==> src/rtl/conc_stim_pkg.sv <==
// Shared types and default sizes for the stimulus sequencer.
`timescale 1ns/1ps
package conc_stim_pkg;
  localparam int DATA_W_DEF = 31;
  localparam int DEPTH_DEF  = 64;
  localparam int VEC_W      = DATA_W_DEF + 1;

  typedef enum logic [1:0] {IDLE, PRIME, RUN} stim_state_e;
endpackage

==> src/rtl/conc_stim_ram.sv <==
// Vector store: one write port, one synchronous read port with one-cycle latency.
`timescale 1ns/1ps
module conc_stim_ram #(
  parameter int VEC_W  = 32,
  parameter int DEPTH  = 64,
  parameter int ADDR_W = 6
) (
  input  logic              clock,
  input  logic              reset,
  input  logic              i_we,
  input  logic [ADDR_W-1:0] i_waddr,
  input  logic [VEC_W-1:0]  i_wdata,
  input  logic              i_re,
  input  logic [ADDR_W-1:0] i_raddr,
  output logic [VEC_W-1:0]  o_rdata
);
  logic [VEC_W-1:0] r_mem [DEPTH];
  logic [VEC_W-1:0] r_rdata;

  always_ff @(posedge clock) begin
    if (i_we) r_mem[i_waddr] <= i_wdata;
  end

  // Only the read register is cleared so the presented vector reads as zero after reset.
  always_ff @(posedge clock or negedge reset) begin
    if (!reset)    r_rdata <= '0;
    else if (i_re) r_rdata <= r_mem[i_raddr];
  end

  assign o_rdata = r_rdata;
endmodule

==> src/rtl/conc_stim_sequencer.sv <==
// Handshaked replay controller: streams host-loaded vectors to a DUT, optionally looping.
`timescale 1ns/1ps
module conc_stim_sequencer
  import conc_stim_pkg::*;
#(
  parameter int DATA_W = DATA_W_DEF,
  parameter int DEPTH  = DEPTH_DEF,
  parameter int ADDR_W = $clog2(DEPTH)
) (
  input  logic              clock,
  input  logic              reset,
  input  logic              load_valid,
  output logic              load_ready,
  input  logic [ADDR_W-1:0] load_addr,
  input  logic [DATA_W:0]   load_data,
  input  logic              start,
  input  logic              stop,
  input  logic              loop,
  input  logic [ADDR_W:0]   length,
  output logic              stim_valid,
  input  logic              stim_ready,
  output logic [DATA_W-1:0] stim_data,
  output logic              stim_obs,
  output logic              busy,
  output logic              done,
  output logic [15:0]       vec_count
);
  localparam int VW = DATA_W + 1;
  typedef logic [ADDR_W-1:0] ptr_t;
  typedef logic [ADDR_W:0]   len_t;
  localparam len_t DEPTH_L = len_t'(DEPTH);

  stim_state_e r_state;
  ptr_t        r_ptr;
  len_t        r_len;
  logic        r_loop;
  logic        r_done;
  logic [15:0] r_cnt;

  logic        w_go, w_fire, w_last, w_we, w_re;
  ptr_t        w_raddr;
  logic [VW-1:0] w_rdata;

  assign load_ready = (r_state == IDLE) & ~start;
  assign w_we       = load_valid & load_ready;
  assign w_go       = (r_state == IDLE) & start & ~stop & (length != '0);
  assign w_fire     = (r_state == RUN) & stim_ready;
  assign w_last     = ({1'b0, r_ptr} == (r_len - len_t'(1)));

  // Reading ahead in the fire cycle keeps one vector per cycle, including across the wrap.
  assign w_re    = w_go | w_fire;
  assign w_raddr = (w_go | w_last) ? '0 : r_ptr + ptr_t'(1);

  conc_stim_ram #(
    .VEC_W  (VW),
    .DEPTH  (DEPTH),
    .ADDR_W (ADDR_W)
  ) u_ram (
    .clock   (clock),
    .reset   (reset),
    .i_we    (w_we),
    .i_waddr (load_addr),
    .i_wdata (load_data),
    .i_re    (w_re),
    .i_raddr (w_raddr),
    .o_rdata (w_rdata)
  );

  always_ff @(posedge clock or negedge reset) begin
    if (!reset) begin
      r_state <= IDLE;
      r_ptr   <= '0;
      r_len   <= '0;
      r_loop  <= 1'b0;
      r_cnt   <= '0;
      r_done  <= 1'b0;
    end else begin
      r_done <= 1'b0;
      if (w_fire && r_cnt != 16'hFFFF) r_cnt <= r_cnt + 16'd1;
      case (r_state)
        IDLE: begin
          if (w_go) begin
            r_state <= PRIME;
            r_len   <= (length > DEPTH_L) ? DEPTH_L : length;
            r_loop  <= loop;
            r_ptr   <= '0;
            r_cnt   <= '0;
          end
        end
        PRIME: r_state <= stop ? IDLE : RUN;
        RUN: begin
          if (w_fire) r_ptr <= w_last ? '0 : r_ptr + ptr_t'(1);
          if (stop) begin
            r_state <= IDLE;
          end else if (w_fire && w_last && !r_loop) begin
            r_state <= IDLE;
            r_done  <= 1'b1;
          end
        end
        default: r_state <= IDLE;
      endcase
    end
  end

  assign stim_valid = (r_state == RUN);
  assign busy       = (r_state != IDLE);
  assign done       = r_done;
  assign vec_count  = r_cnt;
  assign stim_data  = w_rdata[DATA_W-1:0];
  assign stim_obs   = w_rdata[DATA_W];
endmodule

==> config.mk <==
export PLATFORM = sky130hd
export DESIGN_NAME = conc_stim_sequencer
export DESIGN_NICKNAME = d
export VERILOG_FILES = /design/src/rtl/conc_stim_pkg.sv /design/src/rtl/conc_stim_ram.sv /design/src/rtl/conc_stim_sequencer.sv
export SDC_FILE = /design/constraint.sdc
export NUM_CORES = 2
export LEC_CHECK = 0
export BUFFER_PORTS_ARGS = -buffer_cell sky130_fd_sc_hd__buf_2
export CORE_MARGIN = 2
export CORE_UTILIZATION = 25
export CTS_CLUSTER_DIAMETER = 100
export DETAILED_ROUTE_END_ITERATION = 16
export GPL_TIMING_DRIVEN = 0
export MAX_ROUTING_LAYER = met4
export SYNTH_ARGS = -nofsm -noshare
export SYNTH_HDL_FRONTEND = slang
export SYNTH_SLANG_ARGS = --single-unit
==> constraint.sdc <==
create_clock -name clock -period 5.08 [get_ports clock]
set_input_delay 1.016 -clock clock [delete_from_list [all_inputs] [get_ports clock]]
set_output_delay 1.016 -clock clock [all_outputs]
set_load 0.02 [all_outputs]
Word-level counts from Yosys, hierarchy flattened --
Memory sizes are Yosys's and may differ from the RTL's. A register that Yosys moved wholly into a read port is not among the register bits. Index checks and enable logic that the tools add are counted.
Word-level totals: flip-flop bits (word level) 33, bits in writable memories 2048, input port bits 52, output and inout port bits 52, word-level logic and storage cells 59, memories kept 1
Memories:
- u_ram.r_mem | depth 64, width 32, read ports 1, clocked after memory_dff 1, wr ports 1, RTL line conc_stim_ram.sv:17 | logic [VEC_W-1:0] r_mem [DEPTH];
Cells by class: add/sub/neg operators 3, $lt $le $gt $ge 1, equality and inequality tests 7, mux-type cells 19, bitwise gates (word level) 10, reductions and logical operators 12
Operator list (number):
- 2-to-1 mux 16 bit | 3
- 2-to-1 mux 6 bit | 4
- adder 16 x 1 -> 16 bit, second input constant | 1
- inequality test 16 bit, second input constant | 1
- one-hot mux 6 bit (2 select lines) | 1
- 2-to-1 mux 2 bit | 4
- == test 6 x 7 -> 1 bit | 1
- greater-than comparator 7 bit, second input constant | 1
- 2-to-1 mux 7 bit | 1
- nonzero test 7 bit | 1
- subtractor 7 x 1 -> 7 bit, second input constant | 1
- adder 6 x 1 -> 6 bit, second input constant | 1
- bitwise AND 1 bit | 6
- one-hot mux 2 bit (3 select lines) | 1
- 2-to-1 mux 1 bit | 5
- AND reduction 2 bit | 2
- nonzero test 2 bit | 2
- logical AND 1 bit | 3
- inequality test 3 x 2 -> 1 bit, second input constant | 1
- AND reduction 3 bit | 1
- == test 2 x 1 -> 1 bit, second input constant | 1
- == test 2 bit, second input constant | 1
- zero test 1 bit | 2
- zero test 2 bit | 1
- 4 further kinds | 6

Longest topological paths before layout --
word-level depth 7, mapped depth 16, mapped depth without buffers 12

Hierarchy --
From an unflattened synthesis, not the netlist that was laid out.
Second synthesis, totals: cell total of the unflattened synthesis 4053, area, all modules 81892.3 µm²
By module, submodules not included:
- conc_stim_ram | instances 1, cells an instance 3843, area each 79990.5 µm², seq. area each 62299.8 µm²
- conc_stim_sequencer | instances 1, cells an instance 210, area each 1901.8 µm², seq. area each 825.8 µm²

Worst setup path after synthesis --
Ideal clock, no wire load.
path type input to register, from input port length[2], to register u_ram.r_rdata[0], in the netlist u_ram.o_rdata[0], read port of u_ram.r_mem, setup time 131 ps, arrival 3811 ps, data required time 4949 ps, path slack 1138 ps, cell stages on the path 12, path buffers 3, path through or4_4 -> o41ai_4 -> nand2_2 -> nor2_1 -> buf_4 -> buf_2 -> buf_2 -> mux2i_1 -> o22ai_1 -> nor4_1 -> o21ai_0 -> or3_1
On the way: word-level cells in the longest chain between the ends 4, elaborated cells on any way between the ends 5, those cells by class mux (1); bitwise (3); reduce/logical (1)
RTL lines:
- start, declared | RTL line conc_stim_sequencer.sv:19 | input logic [ADDR_W:0] length,
- nonzero test 7 bit (*) | RTL line conc_stim_sequencer.sv:46 | assign w_go = (r_state == IDLE) & start & ~stop & (length != '0);
- bitwise AND 1 bit (*) | RTL line conc_stim_sequencer.sv:46
- OR 1 bit | RTL line conc_stim_sequencer.sv:52 | assign w_raddr = (w_go | w_last) ? '0 : r_ptr + ptr_t'(1);
- 2-to-1 mux 6 bit | RTL line conc_stim_sequencer.sv:52
- end, declared | RTL line conc_stim_ram.sv:18 | logic [VEC_W-1:0] r_rdata;
Every way passes the cells marked *; elsewhere a longest branch is shown, timed or not. A chain may end at the register's enable or synchronous reset.

Worst setup path after layout --
from register r_ptr[0], to register u_ram.r_rdata[5], in the netlist u_ram.o_rdata[5], read port of u_ram.r_mem
On the way: word-level cells in the longest chain between the ends 3, elaborated cells on any way between the ends 4, those cells by class add/sub (1); eq/ne (1); mux (1); bitwise (1)
RTL lines:
- start, declared | RTL line conc_stim_sequencer.sv:34 | ptr_t r_ptr;
- start signal, assigned | RTL line conc_stim_sequencer.sv:92 | if (w_fire) r_ptr <= w_last ? '0 : r_ptr + ptr_t'(1);
- branches (longest 2 deep; another with adder 6 x 1 -> 6 bit)
- 2-to-1 mux 6 bit (*) | RTL line conc_stim_sequencer.sv:52
Every way passes the cells marked *.

==> results.toml <==
[final_layout]
syn_to_final_growth_pct = 19.5
nets = 5942
postLayoutCoreUtil_pct = 29.9
fillers = 31900
drive_gt1_share_pct = 12.4
multiInputGateArea_sq_um = 18300
seq_area_sq_um = 63100

[sta]
skew_ps = 38.0
rsz0062_at_grt = "true"
whs_ps = 380
tns_ps = -449
max_slew_margin_pct = 0.0648
min_period_ps = 5240
post-route-period-util_pct = 103
drv_slew = 0
setup_viol = 7
worst_slack_ps = -156
worst_slew_pin_slew_ps = 1500
hold_viol_final = 0
max_freq_mhz = 191

[power_and_ir_drop]
seq_power_share_pct = 48.2
ir_drop_mv = 0.313
intPower_mw = 29.3
switching_share_pct = 27.7
p_sw_mw = 11.2
powerDensity_nw_per_um2 = 414
power_frac_comb_pct = 14.1
clkPwrFrac_pct = 37.7
p_leak_nw = 30.3

[synthesis]
synthesis.nets = 5543
synth_top_area_share_pct = 75.2
synth.avg_cell_area_sq_um = 14.9
synth-xor-area-share_pct = 0.268
synth.most_common_cell = "edfxtp_1"
syn_area_sq_um = 81800
synth_top_family_by_area = "compound AO/OA/AOI/OAI gates"
synth_ff_type = "edfxtp_1"
yosys-top-cells-area = "edfxtp_1 (75%), nand2_1 (4.6%), mux2i_1 (3.2%)"
syn_inst = 5488
yosys.area_share.simple_pct = 8.67
synth_edf_count = 2048
yosysWarnings = 0
ys_ff_latch = 2113
synth-async-reset-ratio_pct = 3.08
synth_top_area_cell = "edfxtp_1"
synthMuxAreaShare_pct = 3.35
synth_common_cells = "edfxtp_1 (2048), nand2_1 (1004), clkbuf_1 (267), mux2i_1 (263), nand3_1 (200)"
ys_seq_area_share_pct = 77.1
synth_compound_area_share_pct = 8.68
synth_cell_types = 77
synth_fa_ha_area_share_pct = 0.0459

[clocking]
cts_root_buf = "clkbuf_16"
clk_pin_slew_ps = 70
numCtsBuffers = 207
cts.sinks = 2113
clkLatencyLatePin_ps = 860
cts_tree = "yes"
clock_path_buffers = 3
h-tree-depth = 4

[worst_setup_path]
critPathBufInv = 5
rr_worst_depth = 10
path_depth = 10
rrSetupSlack_ps = -160
r2r-end = "u_ram.o_rdata[5]$_DFFE_PN0P_"
crit_slowest_cell = "clkdlybuf4s15_1"
cp.arrival_ps = 5940
crit_family = "buffers and inverters"
worstReg2RegStart = "r_ptr[0]$_DFFE_PN0P_"
cpPeakStageDelay_ps = 930
cp_data_required_time_ps = 5780
critPathLaunchType = "register"
critPathCapture = "u_ram.o_rdata[5]$_DFFE_PN0P_"
crit_fanout = 10
cp_cell_sequence = "buf_2 -> clkdlybuf4s15_1 -> clkbuf_2 -> clkdlybuf4s15_1 -> clkdlybuf4s15_1 -> a21oi_1 -> o2111ai_1 -> nand4_1 -> a32oi_1 -> o21ai_1"
path_class = "reg2reg"
cpMostUsedCell = "clkdlybuf4s15_1"
worstSetupEndpointType = "register"
startpoint = "r_ptr[0]$_DFFE_PN0P_"

[drt]
drtIter0Drc = 8155
dr_total_vias = 52600
viasPerCell = 5.04
routed_wl_um = 280000
routedWlPerCell_um = 26.8
first_pass_iters = 8
antenna_left = 0
drc = 0

[global_routing]
grt_max_degree = 65
antenna_found_initial = 51
grt_pass1_vias = 49700
globalRoute.totalOverflow = 0
grt_first_pass_wirelength_um = 385000
grt.total_usage_pct = 16.8

[die]
die-area_sq_um = 332000
core-area_sq_um = 327000
die_x_um = 576
row_count = 210
ios = 104
die_h_um = 576
start_util_pct = 25.1

[placement]
hpwlAfterDp_um = 193000
gp_congestion = 1.02
port-buffer-count = 100

[worst_hold_path]
hold_class = "in2reg"

[run]
drv_cap = 0

[run_status]
violations = "negative setup slack"
status = "complete, but fails checks"
==> registers in the layout (all words and copies together) (netlist names) <==
| signal | count |
|---|---|
| u_ram.r_mem | 2048 |
| u_ram.o_rdata | 32 |
| vec_count | 16 |
| r_len | 7 |
| r_ptr | 6 |
| r_state | 2 |
| done | 1 |
| r_loop | 1 |
==> worst reg2reg max path, delay by kind of cell, from the launching register on <==
| family | cells | cell delay, ps |
|---|---|---|
| DFF | 1 | 370 |
| and+or+nand+nor | 1 | 320 |
| buffers and inverters | 5 | 3520 |
| AOI/OAI and AO/OA | 4 | 870 |
==> cell families after synthesis <==
group | after synthesis
flops | 2113
simple gates | 1641
compound gates | 1060
buf+inv | 375
mux | 271
xor+xnor | 25
fa+ha+maj | 3
==> layout by cell type, fill, tap and decap left out, types with 37 or more instances in the layout <==
cell type  instances
and3_1            39
clkbuf_1         259
o22ai_1          155
clkbuf_16        209
nand4_1           42
a21oi_1          158
nor3_1            86
nand2_1         1003
a221oi_1          40
nand3_1          200
buf_2            138
dfrtp_1           65
diode_2           38
o221ai_1         112
nor2_4            68
clkinv_1          43
buf_16            37
edfxtp_1        2048
o21ai_0          159
nor2_1            82
mux2i_1          263
buf_4             39
clkbuf_2          54
a31oi_1          195
buf_12            41
==> layout make-up <==
| class | instances | area share (%) |
|---|---|---|
| sequential | 2113 | 64.5 |
| multi-input combinational | 3000 | 18.7 |
| clock buffer | 264 | 5.57 |
| tap | 4346 | 5.56 |
| timing repair buffer | 190 | 2.56 |
| buffer | 368 | 1.67 |
| clock inverter | 109 | 1.24 |
| antenna | 38 | 0.0972 |
| inverter | 7 | 0.0269 |
==> through the flow <==
stage	worst slack (ps)	instances	area [sq um]	power, mW
floorplan	1140	5488	81800	22.4
global placement	-2500	9934	87800	25.1
global route	-82.3	10400	97800	41.4
CTS	3.71	10400	97400	40.3
finish	-156	10400	97800	40.5
detailed placement	-2000	10000	90200	25.2
==> power by group through the flow <==
stage                     Clock, mW  Combinational [mW]  Sequential, mW
after global placement            0                5.22            19.9
final                          15.3                5.69            19.5
after detailed placement          0                5.36            19.9
after CTS                      15.3                5.49            19.5
after floorplan                   0                2.53            19.8
after global routing           16.0                5.91            19.5
==> worst min-delay path by stage <==
stage	from	end	slack, ps	cells after the start
after floorplan	r_loop$_DFFE_PN0P_	r_loop$_DFFE_PN0P_	440	2
after global placement	r_loop$_DFFE_PN0P_	r_loop$_DFFE_PN0P_	460	2
after detailed placement	r_loop$_DFFE_PN0P_	r_loop$_DFFE_PN0P_	450	2
after CTS	stop	r_state[1]$_DFFE_PN0P_	330	2
after global routing	stop	r_state[1]$_DFFE_PN0P_	370	2
final	loop	r_loop$_DFFE_PN0P_	380	3
==> layer usage <==
layer	routed length [um]	global-route usage, %	vias up
met1	108000	21.2	26700
met4	14200	8.15	0
li1	-	-	22200
met5	0	-	-
met2	127000	25.2	3152
met3	30800	4.05	554
==> timing repair <==
item,4_1_cts,5_1_grt
gates resized for setup,115,98
hold endpoints to repair,12,0
pin swaps,3,10
endpoints found under the setup margin,32,32
hold buffers,1,0
setup buffers,1,5
Note: power is estimated with default switching activity, not from simulation.
